$ cat src/rtl/rv32_isa_pkg.sv
// RV32I encoding constants shared by the encoder and the decoder flag ordering.
// Latency: n/a (types, constants and a pure packing helper).
// Backpressure: n/a.
package rv32_isa_pkg;

  localparam int OPC_W = 7;
  localparam int F3_W  = 3;
  localparam int F7_W  = 7;

  // Operation index, in the same order as the decoder's flag vector.
  typedef enum logic [4:0] {
    OP_AND   = 5'd0,
    OP_OR    = 5'd1,
    OP_XOR   = 5'd2,
    OP_SLTU  = 5'd3,
    OP_SLT   = 5'd4,
    OP_SLL   = 5'd5,
    OP_SUB   = 5'd6,
    OP_ADD   = 5'd7,
    OP_SRAI  = 5'd8,
    OP_SRLI  = 5'd9,
    OP_SLLI  = 5'd10,
    OP_ANDI  = 5'd11,
    OP_ORI   = 5'd12,
    OP_XORI  = 5'd13,
    OP_SLTIU = 5'd14,
    OP_SLTI  = 5'd15,
    OP_ADDI  = 5'd16,
    OP_BEQ   = 5'd17,
    OP_BGE   = 5'd18,
    OP_BGEU  = 5'd19,
    OP_BLT   = 5'd20,
    OP_BLTU  = 5'd21,
    OP_BNE   = 5'd22
  } op_t;

  localparam logic [OPC_W-1:0] OPC_OP     = 7'b0110011;
  localparam logic [OPC_W-1:0] OPC_OPIMM  = 7'b0010011;
  localparam logic [OPC_W-1:0] OPC_BRANCH = 7'b1100011;

  localparam logic [F3_W-1:0] F3_ADD_SUB = 3'b000;
  localparam logic [F3_W-1:0] F3_SLL     = 3'b001;
  localparam logic [F3_W-1:0] F3_SLT     = 3'b010;
  localparam logic [F3_W-1:0] F3_SLTU    = 3'b011;
  localparam logic [F3_W-1:0] F3_XOR     = 3'b100;
  localparam logic [F3_W-1:0] F3_SRL_SRA = 3'b101;
  localparam logic [F3_W-1:0] F3_OR      = 3'b110;
  localparam logic [F3_W-1:0] F3_AND     = 3'b111;

  localparam logic [F3_W-1:0] F3_BEQ  = 3'b000;
  localparam logic [F3_W-1:0] F3_BNE  = 3'b001;
  localparam logic [F3_W-1:0] F3_BLT  = 3'b100;
  localparam logic [F3_W-1:0] F3_BGE  = 3'b101;
  localparam logic [F3_W-1:0] F3_BLTU = 3'b110;
  localparam logic [F3_W-1:0] F3_BGEU = 3'b111;

  localparam logic [F7_W-1:0] F7_BASE = 7'b0000000;
  localparam logic [F7_W-1:0] F7_ALT  = 7'b0100000;

  // Which field layout an op uses; FMT_BAD marks an unknown op index.
  typedef enum logic [2:0] {
    FMT_R   = 3'd0,
    FMT_SH  = 3'd1,
    FMT_I   = 3'd2,
    FMT_B   = 3'd3,
    FMT_BAD = 3'd4
  } fmt_t;

  // Output register occupancy.
  typedef enum logic {
    ST_EMPTY = 1'b0,
    ST_FULL  = 1'b1
  } state_t;

  // R-type bit layout. Shifts and branches reuse it by passing their
  // immediate slices in the funct7/rs2/rd slots.
  function automatic logic [31:0] pack_r(input logic [F7_W-1:0] f7,
                                         input logic [4:0] rs2,
                                         input logic [4:0] rs1,
                                         input logic [F3_W-1:0] f3,
                                         input logic [4:0] rd,
                                         input logic [OPC_W-1:0] opc);
    return {f7, rs2, rs1, f3, rd, opc};
  endfunction

endpackage

$ cat src/rtl/rv32_field_pack.sv
// Combinational RV32I format packer with request legality check.
// Latency: 0 cycles (pure combinational).
// Backpressure: none; the caller decides when word/bad are used.
module rv32_field_pack
  import rv32_isa_pkg::*;
(
  input  logic [4:0]  op,
  input  logic [4:0]  rd,
  input  logic [4:0]  rs1,
  input  logic [4:0]  rs2,
  input  logic [12:0] imm,
  output logic [31:0] word,
  output logic        bad
);

  fmt_t            fmt;
  logic [F3_W-1:0] f3;
  logic [F7_W-1:0] f7;

  // Decode the op index into a format plus funct3/funct7.
  always_comb begin
    fmt = FMT_BAD;
    f3  = '0;
    f7  = F7_BASE;
    case (op_t'(op))
      OP_AND:   begin fmt = FMT_R;  f3 = F3_AND;     end
      OP_OR:    begin fmt = FMT_R;  f3 = F3_OR;      end
      OP_XOR:   begin fmt = FMT_R;  f3 = F3_XOR;     end
      OP_SLTU:  begin fmt = FMT_R;  f3 = F3_SLTU;    end
      OP_SLT:   begin fmt = FMT_R;  f3 = F3_SLT;     end
      OP_SLL:   begin fmt = FMT_R;  f3 = F3_SLL;     end
      OP_SUB:   begin fmt = FMT_R;  f3 = F3_ADD_SUB; f7 = F7_ALT; end
      OP_ADD:   begin fmt = FMT_R;  f3 = F3_ADD_SUB; end
      OP_SRAI:  begin fmt = FMT_SH; f3 = F3_SRL_SRA; f7 = F7_ALT; end
      OP_SRLI:  begin fmt = FMT_SH; f3 = F3_SRL_SRA; end
      OP_SLLI:  begin fmt = FMT_SH; f3 = F3_SLL;     end
      OP_ANDI:  begin fmt = FMT_I;  f3 = F3_AND;     end
      OP_ORI:   begin fmt = FMT_I;  f3 = F3_OR;      end
      OP_XORI:  begin fmt = FMT_I;  f3 = F3_XOR;     end
      OP_SLTIU: begin fmt = FMT_I;  f3 = F3_SLTU;    end
      OP_SLTI:  begin fmt = FMT_I;  f3 = F3_SLT;     end
      OP_ADDI:  begin fmt = FMT_I;  f3 = F3_ADD_SUB; end
      OP_BEQ:   begin fmt = FMT_B;  f3 = F3_BEQ;     end
      OP_BGE:   begin fmt = FMT_B;  f3 = F3_BGE;     end
      OP_BGEU:  begin fmt = FMT_B;  f3 = F3_BGEU;    end
      OP_BLT:   begin fmt = FMT_B;  f3 = F3_BLT;     end
      OP_BLTU:  begin fmt = FMT_B;  f3 = F3_BLTU;    end
      OP_BNE:   begin fmt = FMT_B;  f3 = F3_BNE;     end
      default:  begin fmt = FMT_BAD; end
    endcase
  end

  // Pack fields for the selected format and flag immediates that do not fit.
  always_comb begin
    word = '0;
    bad  = 1'b0;
    case (fmt)
      FMT_R: begin
        word = pack_r(f7, rs2, rs1, f3, rd, OPC_OP);
      end
      FMT_SH: begin
        // Shift amount must be 0..31; any set bit above [4] is out of range,
        // including the sign bit of a negative value.
        bad  = (imm[12:5] != 8'd0);
        word = pack_r(f7, imm[4:0], rs1, f3, rd, OPC_OPIMM);
      end
      FMT_I: begin
        // 13-bit input must sign-extend cleanly from bit 11.
        bad  = (imm[12] != imm[11]);
        word = {imm[11:0], rs1, f3, rd, OPC_OPIMM};
      end
      FMT_B: begin
        // Branch targets are halfword aligned; bit 0 is not encodable.
        bad  = imm[0];
        word = pack_r({imm[12], imm[10:5]}, rs2, rs1, f3,
                      {imm[4:1], imm[11]}, OPC_BRANCH);
      end
      default: begin
        bad = 1'b1;
      end
    endcase
  end

endmodule

$ cat src/rtl/rv32_instruction_encoder.sv
// Streaming RV32I encoder: request fields in, packed word plus byte address out.
// Latency: 1 cycle from request handshake to out_valid.
// Backpressure: single output register; in_ready = !out_valid || out_ready.
module rv32_instruction_encoder
  import rv32_isa_pkg::*;
#(
  parameter int                ADDR_W    = 12,
  parameter logic [ADDR_W-1:0] BASE_ADDR = '0
) (
  input  logic              clk,
  input  logic              rst_n,
  input  logic              in_valid,
  output logic              in_ready,
  input  logic [4:0]        in_op,
  input  logic [4:0]        in_rd,
  input  logic [4:0]        in_rs1,
  input  logic [4:0]        in_rs2,
  input  logic [12:0]       in_imm,
  output logic              out_valid,
  input  logic              out_ready,
  output logic [31:0]       out_word,
  output logic [ADDR_W-1:0] out_addr,
  output logic              err,
  output logic [7:0]        err_count,
  output logic [15:0]       word_count
);

  state_t      state;
  state_t      state_next;
  logic [31:0] pack_word;
  logic        pack_bad;
  logic        req_fire;
  logic        rsp_fire;
  logic        load_word;
  logic        bad_fire;

  rv32_field_pack u_pack (
    .op   (in_op),
    .rd   (in_rd),
    .rs1  (in_rs1),
    .rs2  (in_rs2),
    .imm  (in_imm),
    .word (pack_word),
    .bad  (pack_bad)
  );

  assign out_valid = (state == ST_FULL);
  assign in_ready  = !out_valid || out_ready;
  assign req_fire  = in_valid && in_ready;
  assign rsp_fire  = out_valid && out_ready;
  // Malformed requests are consumed but never occupy the output register.
  assign load_word = req_fire && !pack_bad;
  assign bad_fire  = req_fire && pack_bad;

  // Occupancy next state: a good load wins over a drain in the same cycle.
  always_comb begin
    state_next = state;
    if (load_word) begin
      state_next = ST_FULL;
    end else if (rsp_fire) begin
      state_next = ST_EMPTY;
    end
  end

  // Occupancy register.
  always_ff @(posedge clk) begin
    if (!rst_n) begin
      state <= ST_EMPTY;
    end else begin
      state <= state_next;
    end
  end

  // Output word holds until a good request replaces it.
  always_ff @(posedge clk) begin
    if (!rst_n) begin
      out_word <= '0;
    end else if (load_word) begin
      out_word <= pack_word;
    end
  end

  // Address and emitted-word count advance once per response handshake.
  always_ff @(posedge clk) begin
    if (!rst_n) begin
      out_addr   <= BASE_ADDR;
      word_count <= '0;
    end else if (rsp_fire) begin
      out_addr   <= out_addr + ADDR_W'(4);
      word_count <= word_count + 16'd1;
    end
  end

  // Sticky error flag and saturating count of malformed requests.
  always_ff @(posedge clk) begin
    if (!rst_n) begin
      err       <= 1'b0;
      err_count <= '0;
    end else if (bad_fire) begin
      err <= 1'b1;
      if (err_count != 8'hFF) begin
        err_count <= err_count + 8'd1;
      end
    end
  end

endmodule

$ cat config.mk
export PLATFORM = sky130hd
export DESIGN_NAME = rv32_instruction_encoder
export DESIGN_NICKNAME = d
export VERILOG_FILES = /design/src/rtl/rv32_isa_pkg.sv /design/src/rtl/rv32_field_pack.sv /design/src/rtl/rv32_instruction_encoder.sv
export SDC_FILE = /design/constraint.sdc
export NUM_CORES = 1
export LEC_CHECK = 0
export BUFFER_PORTS_ARGS = -buffer_cell sky130_fd_sc_hd__buf_2
export CAP_MARGIN = 10
export CORE_MARGIN = 1
export CORE_UTILIZATION = 30
export CTS_CLUSTER_SIZE = 8
export DETAILED_ROUTE_END_ITERATION = 10
export PLACE_DENSITY = 0.51
export SLEW_MARGIN = 0
export SYNTH_ARGS = -nofsm -noshare
export SYNTH_HDL_FRONTEND = slang
export SYNTH_SLANG_ARGS = --single-unit
export TNS_END_PERCENT = 100
$ cat constraint.sdc
create_clock -name clk -period 2.12 [get_ports clk]
set_input_delay 0.106 -clock clk [delete_from_list [all_inputs] [get_ports clk]]
set_output_delay 0.106 -clock clk [all_outputs]
set_load 0.1 [all_outputs]
== Yosys cells after proc, flatten, opt, wreduce, memory -nomap -nowiden ==
Cells that the tools add are included.
Word-level totals
  flip-flop bits (word level): 70
  input bits: 37
  logic and storage cells: 67
Cells by class
  add/subtract/negate cells: 3
  equality and inequality tests: 27
  mux-type cells: 7
  reduce and logical (&&, ||, !) cells: 24
Operators by type and width (number)
  case mux 32 bit (4 select lines): 1
  equality test 5 x 4 -> 1 bit (second input constant): 8
  equality test 5 bit (second input constant): 7
  case mux 3 bit (7 select lines): 1
  equality test 5 x 3 -> 1 bit (second input constant): 4
  OR reduction 3 bit: 6
  adder 16 x 1 -> 16 bit (second input constant): 1
  adder 12 x 3 -> 12 bit (second input constant): 1
  case mux 3 bit (4 select lines): 1
  OR reduction 6 bit: 2
  equality test 5 x 2 -> 1 bit (second input constant): 2
  adder 8 x 1 -> 8 bit (second input constant): 1
  inequality test 8 bit (second input constant): 1
  nonzero test 8 bit: 1
  OR reduction 8 bit: 1
  equality test 3 x 2 -> 1 bit (second input constant): 2
  2-to-1 mux 6 bit: 1
  OR reduction 2 bit: 3
  equality test 5 x 1 -> 1 bit (second input constant): 1
  logical NOT 5 bit: 1
  logical AND 1 bit: 4
  case mux 1 bit (4 select lines): 1
  equality test 3 x 1 -> 1 bit (second input constant): 1
  logical NOT 3 bit: 1
  6 further kinds: 8

== Depth between registers and ports, before layout ==
Gate-level depths: netlist (run 1).
  depth in word-level cells: 8
  gate-level depth with buffers: 9
  mapped depth without buffers: 7

== By module ==
Synthesis (run 1) repeated with hierarchy kept, for this count alone.
Unflattened totals
  cell total of the unflattened synthesis: 415
  area total of the unflattened synthesis: 3333.2 um^2
By module, submodules not included
  rv32_instruction_encoder: times used 1, cells each 327, area each 2757.6 um^2, seq. area each 1361.3 um^2
  rv32_field_pack: times used 1, cells each 88, area each 575.6 um^2, seq. area each 0.0 um^2

== Least setup slack after synthesis (run 1) ==
No wires, ideal clock.
  path kind: reg2reg
  start point: reg state (netlist: out_valid)
  end point: reg out_word[13]
  setup time: 0.117 ns
  arrival time: 2.772 ns
  data required time: 2.003 ns
  path slack: -0.769 ns
  cell stages (with the launch flop): 8
  clock period less this slack: 2.889 ns
  cells stage by stage: dfxtp_1 -> nand2b_1 -> nand2_1 -> nor4_1 -> buf_4 -> buf_6 -> buf_6 -> o211a_1
On the way
  word-level cells in the longest chain between the ends: 4
RTL lines
  start, declared: RTL line rv32_instruction_encoder.sv:28  | state_t state;
  start signal, assigned: RTL line rv32_instruction_encoder.sv:70  | state <= state_next;
  logical NOT 1 bit: RTL line rv32_instruction_encoder.sv:48  | assign in_ready = !out_valid || out_ready;
  logical OR 1 bit: RTL line rv32_instruction_encoder.sv:48
  named net in_ready: RTL line rv32_instruction_encoder.sv:13  | output logic in_ready,
  logical AND 1 bit: RTL line rv32_instruction_encoder.sv:49  | assign req_fire = in_valid && in_ready;
  logical AND 1 bit: RTL line rv32_instruction_encoder.sv:52  | assign load_word = req_fire && !pack_bad;
  end signal, assigned: RTL line rv32_instruction_encoder.sv:79  | out_word <= pack_word;
  end, declared: RTL line rv32_instruction_encoder.sv:21  | output logic [31:0] out_word,
The timed path passes the listed nets, and every way through them passes these cells.
A chain may end at the register's enable or synchronous reset.

== Worst setup path in the final report (run 1) ==
  start point: reg err_count[0]
  end point: reg err_count[5]
On the way
  word-level cells in the longest chain between the ends: 2
RTL lines
  start, declared: RTL line rv32_instruction_encoder.sv:24  | output logic [7:0] err_count,
  start signal, assigned: RTL line rv32_instruction_encoder.sv:102  | err_count <= err_count + 8'd1;
  parallel branches: the longest is 2 deep, another holds adder 8 x 1 -> 8 bit
Several ways; the timed one is not identified.

==> out/qor.txt, run 1 <==
adder-cell share of the synthesized area = 0.0152
Cell Area, Synth = 0.00329 mm²
fin nets = 507
initial drt markers = 111
RSZ-0062 raised after global routing = no
Post-route DRC = 0
Reg2Reg Setup Slack = 430 ps
most frequent cells after synthesis = dfxtp_1 (65), nand2_1 (36), and2_1 (20)
Starting Density = 0.315
Yosys warnings = 0
die width = 107 µm
pwr/cell area = 724 mW/mm²
Synth Area in Simple Gates = 0.229
r2r worst-path depth = 5
H-Tree Depth = 3
most common cell in the netlist = dfxtp_1
slowest stage delay, CP = 530 ps
min Tclk post-route = 1690 ps
post-synthesis xor/xnor area fraction = 0.0479
top cells by area, synth = dfxtp_1 (40%), nand2_1 (4.1%), xnor2_1 (4.0%)
syn avg cell area = 9.00 µm²
main flop type after synthesis = dfxtp_1
clk root buf = clkbuf_8
Post-CTS Hold Buffers = 0
Area Growth Syn to Fin = 24.7%
crit-path cells = ha_1 > nand3_1 > o2111ai_1 > or4_1 > a21boi_1
post-DP HPWL = 5740 µm
register area = 0.00132 mm²
Yosys top cell by area = dfxtp_1
CTS tree = yes
Hold Path Class = in -> reg
filler cell count = 1086
post-placement cell count = 591
critical path required time = 2390 ps
mux share of post-synthesis cell area = 0.0395
Setup CP Type = reg -> reg
post-route ant nets = 0
Worst-path clk slew = 70 ps
worst r2r dst = err_count[5]
complex-gate fraction of the synthesized area = 0.209
Critical path origin = err_count[0]
crit-path max FO = 6
Inserted Diodes = 0
RePlAce Congestion = 0.764
Pre-Repair DR Iteration Count = 4
Avg Vias per Cell = 4.88
setup bufs post-CTS = 0
f_max = 0.593 GHz
initial antenna violation count = 0
Slew Limit Headroom = 0.604
IO Pins = 108
Routed WL per cell = 13.3 µm
Synth Register Bits = 65
CTS max path bufs = 2
largest family of logic cells by synthesized area = simple AND/OR/NAND/NOR gates
Die Ht = 107 µm
number of max-cap violations = 0
library cells used by synthesis = 54
Startpoint Class = flop
Final TNS setup = 0 ps
layout cell share with drive strength beyond 1 = 0.321
FF-to-FF Start = err_count[0]
Synth Instances = 366
count of final hold-check violations = 0
CTS sink count = 65
port buffer count = 103
Worst VDD drop = 0.000348 V
slowest CP cell = or4_1
Crit path arrival time = 1950 ps
area of the multi-input gates = 0.00181 mm²
final instance area = 0.00411 mm²
largest net degree at the start of global routing = 47
Post-Route WL = 8080 µm
leakage power = 1.88 nW
GRT Util Overall = 0.148
Seq/Total Area, Yosys = 0.395
die area = 0.0114 mm²
post-CTS sizing = 0
outcome = completed
grt ovf = 0
vias = 2965
first-pass GRT wire length = 13400 µm
Setup Viol. Count Final = 0
EDFF count, synth = 0
Final Slew Violations = 0
Worst setup EP type = flop
slew at the pin closest to its max-slew limit = 594 ps
Final period util = 0.796
Fin Clk Skew = 8.39 ps
Num CTS Buffers = 9
FFs w/ async S/R, synth = 0
Post-DP Area = 0.00394 mm²
end point of the critical path = err_count[5]
area share of the largest cell type after synthesis = 0.395
num rows = 37
vias in the first global route = 2865
clock latency on the worst-skew pair = 340 ps
core area = 0.0105 mm²
Cell Count, Final, Fillers Out = 607
WHS = 26.0 ps
-- how the worst min path moves through the flow --
stage                        end  cells past startpoint       from
floorplan              out_valid                      2   in_valid
global placement    out_word[16]                      3  in_rs1[1]
detailed placement  out_word[18]                      3  in_rs1[3]
CTS                 out_word[29]                      3  in_imm[9]
global route        out_word[29]                      3  in_imm[9]
finish              out_word[29]                      3  in_imm[9]
-- report_power, final --
| part | total (mW) | internal, mW | switching (mW) |
|---|---|---|---|
| registers | 1.30 | 1.27 | 0.0284 |
| logic | 0.730 | 0.164 | 0.565 |
| clock network | 0.948 | 0.452 | 0.496 |
| total | 2.97 | 1.88 | 1.09 |
-- layout by cell type (no fill, tap or decap), types with 6 or more instances in the layout --
master    netlist  final
buf_2           3    103
dfxtp_1        65     52
nand2_1        36     36
and2_1         20     20
o21ai_0        16     16
xnor2_1        15     15
mux2i_1        13     13
dfxtp_2         0     13
inv_1          12     12
nand3_1        12     12
nand2b_1       12     11
a21boi_1       11     11
a22oi_1        11     11
o211a_1        11     11
clkbuf_8        0     10
nor2_1          9      9
a21boi_0        9      9
and3_1          8      8
buf_4           9      8
nand4_1         7      7
or3_1           7      7
nor3_1          7      7
nor2b_1         6      6
-- registers in the layout, summed over array words and instances (netlist names) --
name        cells
out_word       29
word_count     16
out_addr       10
err_count       8
err             1
out_valid       1
-- worst max-delay path: cells and delay by family (launching register included) --
kind / cells / cell delay (ps)
flops: 1 / 350
simple gates: 2 / 650
fa+ha+maj: 1 / 250
compound gates: 2 / 370
-- final cells by class --
| type | instances | area share |
|---|---|---|
| Multi-Input combinational cell | 266 | 0.440 |
| Sequential cell | 65 | 0.321 |
| Timing Repair Buffer | 112 | 0.145 |
| Tap cell | 136 | 0.0414 |
| Clock buffer | 11 | 0.0344 |
| Inverter | 12 | 0.0110 |
| Clock inverter | 5 | 0.00761 |
-- cells by family (layout without fill, tap and decap cells) --
kind of cell             count (synthesis)  count (layout)
AND/OR/NAND/NOR                        138             138
other                                    1               4
adder cells (fa/ha/maj)                  4               4
multiplexers                            13              13
flip-flops                              65              65
AO/OA/AOI/OAI                           89              89
XOR/XNOR                                18              18
buffers and inverters                   38             140
-- through the flow --
| step | utilization | power (mW) | setup slack (ps) |
|---|---|---|---|
| CTS | 0.393 | 3.03 | 430 |
| finish | 0.393 | 2.97 | 433 |
| floorplan | - | 1.92 | 17.1 |
| detailed placement | 0.376 | 2.06 | 150 |
| global placement | 0.376 | 2.05 | 230 |
| global route | 0.393 | 3.13 | 287 |
-- layer usage --
metal | track usage | routed length, µm | up-vias
met5 | 0 | 0 | -
met4 | 0.0509 | 107 | 0
met3 | 0.0553 | 610 | 9
met2 | 0.237 | 3610 | 92
met1 | 0.182 | 3750 | 1372
li1 | - | - | 1492
Power figures use the tool's default switching activity.
==> inputs of run 2 (changes only) <==
Settings changed: ABC_AREA set to 1.
Clock period 2.12 ns to 1.75 ns, I/O delays scaled along.
==> run 2 against run 1 <==
Net effect: hold slack worse by 13 ps; cell count up 27%; largest cell class unchanged; synthesized cell count grew 39%; critical path type unchanged.
==> out/qor.txt, run 2 <==
Post-Route WL = 9020 µm (was 8080 µm)
most frequent cells after synthesis = nand2_1 (119), dfxtp_1 (65), nor2_1 (62) (was dfxtp_1 (65), nand2_1 (36), and2_1 (20))
Pre-Repair DR Iteration Count = 4 (unchanged)
count of final hold-check violations = 0 (unchanged)
f_max = 0.637 GHz (was 0.593 GHz)
grt met2 use = 0.263 (was 0.237)
adder-cell share of the synthesized area = 0.0147 (was 0.0152)
Largest register FFs = 29 (unchanged)
first-pass GRT wire length = 14700 µm (was 13400 µm)
complex-gate fraction of the synthesized area = 0.128 (was 0.209)
post-synthesis xor/xnor area fraction = 0.0206 (was 0.0479)
grt ovf = 0 (unchanged)
most common cell after layout, fill and taps aside = nand2_1 (was buf_2)
largest net degree at the start of global routing = 34 (was 47)
FF-to-FF Start = word_count[0] (was err_count[0])
clock latency on the worst-skew pair = 320 ps (was 340 ps)
Die Ht = 108 µm (was 107 µm)
outcome = completed (unchanged)
Finished Core Util = 0.419 (was 0.393)
library cells used by synthesis = 32 (was 54)
min Tclk post-route = 1570 ps (was 1690 ps)
Hold Path Origin = in_rs1[0] (was in_imm[9])
largest registers = out_word (29), word_count (16), out_addr (10) (unchanged)
port buffer count = 103 (unchanged)
area share of the largest cell type after synthesis = 0.383 (was 0.395)
Synth Instances = 510 (was 366)
Crit path arrival time = 1790 ps (was 1950 ps)
die area = 0.0118 mm² (was 0.0114 mm²)
Startpoint Class = flop (unchanged)
H-Tree Depth = 3 (unchanged)
Num CTS Buffers = 9 (unchanged)
GRT Util Overall = 0.159 (was 0.148)
layout cell share with drive strength beyond 1 = 0.303 (was 0.321)
largest register by flop count = out_word (unchanged)
met3 Use GR = 0.0404 (was 0.0553)
Final TNS setup = 0 ps (unchanged)
EDFF count, synth = 0 (unchanged)
die width = 108 µm (was 107 µm)
initial drt markers = 136 (was 111)
CTS sink count = 65 (unchanged)
Critical path origin = word_count[0] (was err_count[0])
Final Slew Violations = 0 (unchanged)
CTS tree = yes (unchanged)
Worst setup EP type = flop (unchanged)
core area = 0.0109 mm² (was 0.0105 mm²)
syn avg cell area = 6.67 µm² (was 9.00 µm²)
Final period util = 0.897 (was 0.796)
vias in the first global route = 3162 (was 2865)
main flop type after synthesis = dfxtp_1 (unchanged)
Fin Clk Skew = 8.55 ps (was 8.39 ps)
Area Growth Syn to Fin = 34.9% (was 24.7%)
post-route ant nets = 0 (unchanged)
mux share of post-synthesis cell area = 0 (was 0.0395)
fin nets = 669 (was 507)
Synth Area in Simple Gates = 0.343 (was 0.229)
Seq/Total Area, Yosys = 0.383 (was 0.395)
largest family of logic cells by synthesized area = simple AND/OR/NAND/NOR gates (unchanged)
Worst VDD drop = 0.000507 V (was 0.000348 V)
Worst-path clk slew = 60 ps (was 70 ps)
Inserted Diodes = 0 (unchanged)
clk root buf = clkbuf_16 (was clkbuf_8)
Setup Viol. Count Final = 0 (unchanged)
initial antenna violation count = 0 (unchanged)
Post-route DRC = 0 (unchanged)
num rows = 38 (was 37)
FFs w/ async S/R, synth = 0 (unchanged)
Setup CP Type = reg -> reg (unchanged)
top cells by area, synth = dfxtp_1 (38%), nand2_1 (13%), nor2_1 (6.8%) (was dfxtp_1 (40%), nand2_1 (4.1%), xnor2_1 (4.0%))
vias = 3507 (was 2965)
leakage power = 2.16 nW (was 1.88 nW)
CTS max path bufs = 2 (unchanged)
crit-path max FO = 4 (was 6)
Yosys top cell by area = dfxtp_1 (unchanged)
Avg Vias per Cell = 4.54 (was 4.88)
most common cell in the netlist = nand2_1 (was dfxtp_1)
RePlAce Congestion = 0.855 (was 0.764)
Hold Path Class = in -> reg (unchanged)
number of max-cap violations = 0 (unchanged)
IO Pins = 108 (unchanged)
Cell Area, Synth = 0.00340 mm² (was 0.00329 mm²)
Starting Density = 0.311 (was 0.315)
Synth Register Bits = 65 (unchanged)
Routed WL per cell = 11.7 µm (was 13.3 µm)
Yosys warnings = 0 (unchanged)
pwr/cell area = 997 mW/mm² (was 724 mW/mm²)
GR Util met1 = 0.202 (was 0.182)
critical path required time = 1970 ps (was 2390 ps)
post-DP HPWL = 6890 µm (was 5740 µm)
layer with the highest usage = met2 (unchanged)
commonest cells after routing, fill and taps aside = nand2_1 (118), buf_2 (103), inv_1 (60), nor2_1 (60), nand3_1 (42) (was buf_2 (103), dfxtp_1 (52), nand2_1 (36), and2_1 (20), o21ai_0 (16))
run 2: timing repair:
| item | CTS | global route |
|---|---|---|
| setup endpoints to repair | 0 | 3 |
| gates resized for setup | 0 | 4 |
| hold buffers | 3 | 0 |
| hold endpoints to repair | 3 | 0 |
| setup buffers | 0 | 0 |
run 2: area by class of cell:
class                      instances  area [µm²]
inverter                          67         251
clock inverter                     6        81.3
sequential                        65        1360
multi-input combinational        360        1770
clock buffer                      10         229
fill                            1156        6350
tap                              140         175
timing repair buffer             125         713
run 2: worst paths after layout:
check / to / slack, ps / cells past startpoint
max: word_count[12] / 180 / 10
min: out_word[15] / 10 / 3
max reg2reg: word_count[12] / 180 / 10
min reg2reg: out_addr[11] / 460 / 2
run 2: worst max-delay path, stage by stage (launching register included):
cell and delay [ps]:
dfxtp_4 360, ha_1 140, inv_1 50, nor3_1 130, nand2_1 100, nor2_2 140, nand3_2 100, nor3_2 230
nand3_1 100, nand2_1 70, nor2_1 40
run 2: metal layers:
metal	routed length [µm]	vias to the layer above	share of wire
met5	0	-	0
met4	101	0	0.011
met3	490	7	0.054
met2	4270	88	0.47
met1	4160	1541	0.46
li1	-	1871	-
run 2: stage by stage:
step | hold WS, ps | instance area, µm² | cells | worst slack, ps | power, mW
final | 13.0 | 4590 | 773 | 181 | 4.57
after floorplan | 222 | 3490 | 513 | 2.31 | 2.49
after global routing | 17.1 | 4590 | 773 | -17.1 | 4.81
after global placement | 311 | 4230 | 754 | 111 | 2.73
after detailed placement | 318 | 4230 | 754 | 59.6 | 2.73
after CTS | 11.3 | 4570 | 773 | 150 | 4.64
run 2: where the power goes:
group / switching [mW] / internal, mW
logic: 0.869 / 0.248
clock network: 0.636 / 1.24
registers: 0.0452 / 1.54
total: 1.55 / 3.02
run 2: cell families (layout without fill, tap and decap cells):
| logic type | Yosys count | in the layout |
|---|---|---|
| and+or+nand+nor | 264 | 264 |
| buffers and inverters | 88 | 208 |
| AOI/OAI and AO/OA | 80 | 80 |
| DFF | 65 | 65 |
| xor gates and xnor gates | 8 | 8 |
| adders and majority gates | 4 | 4 |
| other | 1 | 4 |
==> inputs of run 3 (changes only) <==
Settings changed: CAP_MARGIN 10 to not set.
Clock period 1.75 ns to 2 ns, I/O delays scaled along.
==> run 3 against run 2 <==
Net effect: register-to-register slack better by 140 ps; count of clock-buffer cells in the layout is 3 higher; critical path depth fell by 2; sequential power decreased by 12%; critical endpoint is now out_addr[10]; largest cell class unchanged.
==> out/qor.txt, run 3 (synthesis results as in run 2) <==
outcome = completed (unchanged)
IO Pins = 108 (unchanged)
Final Slew Violations = 0 (unchanged)
core area = 0.0109 mm² (unchanged)
die width = 108 µm (unchanged)
final instance area = 0.00444 mm² (was 0.00459 mm²)
Avg Vias per Cell = 4.58 (was 4.54)
vias in the first global route = 3140 (was 3162)
CTS sink count = 65 (unchanged)
CTS max path bufs = 2 (unchanged)
initial antenna violation count = 0 (unchanged)
slew at the pin closest to its max-slew limit = 692 ps
Worst-path clk slew = 60 ps (about the same)
Num CTS Buffers = 9 (unchanged)
initial drt markers = 137 (was 136)
port buffer count = 103 (unchanged)
Psw = 1.36 mW (was 1.55 mW)
Slew Limit Headroom = 0.538
Final TNS setup = 0 ps (unchanged)
leakage power = 2.10 nW (was 2.16 nW)
register share of total power = 0.345 (was 0.346)
die area = 0.0118 mm² (unchanged)
Starting Density = 0.311 (unchanged)
largest register by flop count = out_word (unchanged)
most common cell after layout, fill and taps aside = nand2_1 (unchanged)
post-DP HPWL = 6550 µm (was 6890 µm)
post-placement cell count = 743 (was 754)
Post-Route WL = 9010 µm (was 9020 µm)
post-route ant nets = 0 (unchanged)
crit-path max FO = 9 (was 4)
num rows = 38 (unchanged)
pwr/cell area = 909 mW/mm² (was 997 mW/mm²)
Cell Count, Final, Fillers Out = 764 (was 773)
Clk pwr share = 0.419 (was 0.410)
Die Ht = 108 µm (unchanged)
commonest cells after routing, fill and taps aside = nand2_1 (119), buf_2 (103), nor2_1 (62), inv_1 (60), dfxtp_1 (50) (was nand2_1 (118), buf_2 (103), inv_1 (60), nor2_1 (60), nand3_1 (42))
grt ovf = 0 (unchanged)
largest net degree at the start of global routing = 38 (was 34)
f_max = 0.595 GHz (was 0.637 GHz)
Inserted Diodes = 0 (unchanged)
RePlAce Congestion = 0.856 (was 0.855)
RSZ-0062 raised after global routing = no
Post-DP Area = 0.00407 mm² (was 0.00423 mm²)
Worst VDD drop = 0.000444 V (was 0.000507 V)
clock latency on the worst-skew pair = 330 ps (was 320 ps)
layout cell share with drive strength beyond 1 = 0.261 (was 0.303)
Startpoint Class = flop (unchanged)
critical path required time = 2220 ps (was 1970 ps)
H-Tree Depth = 3 (unchanged)
vias = 3498 (was 3507)
CTS tree = yes (unchanged)
min Tclk post-route = 1680 ps (was 1570 ps)
Place WS = 180 ps (was 59.6 ps)
largest registers = out_word (29), word_count (16), out_addr (10) (unchanged)
Largest register FFs = 29 (unchanged)
Worst setup EP type = flop (unchanged)
fin nets = 660 (was 669)
Combinational Power Share = 0.236 (was 0.244)
Setup CP Type = reg -> reg (unchanged)
worst setup margin = 318 ps (was 181 ps)
Hold Path Class = in -> reg (unchanged)
Internal = 2.67 mW (was 3.02 mW)
Fin Clk Skew = 8.15 ps (was 8.55 ps)
setup bufs post-CTS = 0 (unchanged)
Post-route DRC = 0 (unchanged)
clk root buf = clkbuf_16 (unchanged)
Finished Core Util = 0.406 (was 0.419)
Area Growth Syn to Fin = 30.4% (was 34.9%)
Setup Viol. Count Final = 0 (unchanged)
Crit path arrival time = 1900 ps (was 1790 ps)
Pre-Repair DR Iteration Count = 5 (was 4)
Sw Share = 0.338 (was 0.339)
Final period util = 0.841 (was 0.897)
GRT Util Overall = 0.160 (was 0.159)
number of max-cap violations = 0 (unchanged)
Routed WL per cell = 11.8 µm (was 11.7 µm)
count of final hold-check violations = 0 (unchanged)
first-pass GRT wire length = 14700 µm (about the same)
==> run 3: changes by cell type in the layout (fill, tap and decap cells not counted), sizes merged <==
cell         delta
buf            -11
clkbuf          +3
clkinv          -2
dlygate4sd3     +2
inv             -1
==> run 3: final cells by class <==
type	instances	area, µm²
Fill cell	1168	6500
Sequential cell	65	1320
Clock inverter	3	65.1
Clock buffer	13	250
Timing Repair Buffer	116	626
Inverter	67	251
Multi-Input combinational cell	360	1750
Tap cell	140	175
==> run 3: path summary, 6_finish.rpt <==
| path | start | to | slack (ps) | depth (start not counted) |
|---|---|---|---|---|
| setup reg to reg | out_valid | out_addr[10] | 320 | 8 |
| hold reg to reg | out_word[6] | out_word[6] | 460 | 2 |
| hold / removal | in_imm[7] | out_word[27] | 130 | 5 |
| setup / recovery | out_valid | out_addr[10] | 320 | 8 |
==> run 3: routing by layer <==
layer  global-route usage  up-vias  part of all wire
li1                     -     1860                 -
met3               0.0368       17             0.051
met4               0.0772        0             0.022
met1                0.199     1538              0.47
met2                0.261       83              0.45
met5                    0        -                 0
==> run 3: power groups by stage <==
stage | combinational (mW) | sequential (mW) | clock, mW
after floorplan | 0.370 | 1.82 | 0
after global placement | 0.941 | 1.42 | 0
after detailed placement | 0.944 | 1.42 | 0
after CTS | 0.954 | 1.39 | 1.74
after global routing | 1.03 | 1.40 | 1.78
final | 0.950 | 1.39 | 1.69
==> run 3: what timing repair did <==
action                     in CTS  in global routing
hold endpoints to repair        5                  0
setup endpoints to repair       0                  4
resized for setup               0                  1
hold buffers                    5                  0
==> run 3: critical path, cell delays in order (launching register included) <==
cell     delay, ps
dfxtp_4        360
nand2_1        100
buf_4          180
nor3_1         260
nand3_1        140
nor2_1         180
nand3_1        110
o21ai_0        170
a21oi_1         50
==> run 3: stage by stage <==
stage	total power [mW]	hold WS, ps
after floorplan	2.19	235
after global placement	2.36	321
after detailed placement	2.36	331
after CTS	4.09	112
after global routing	4.21	157
final	4.03	128
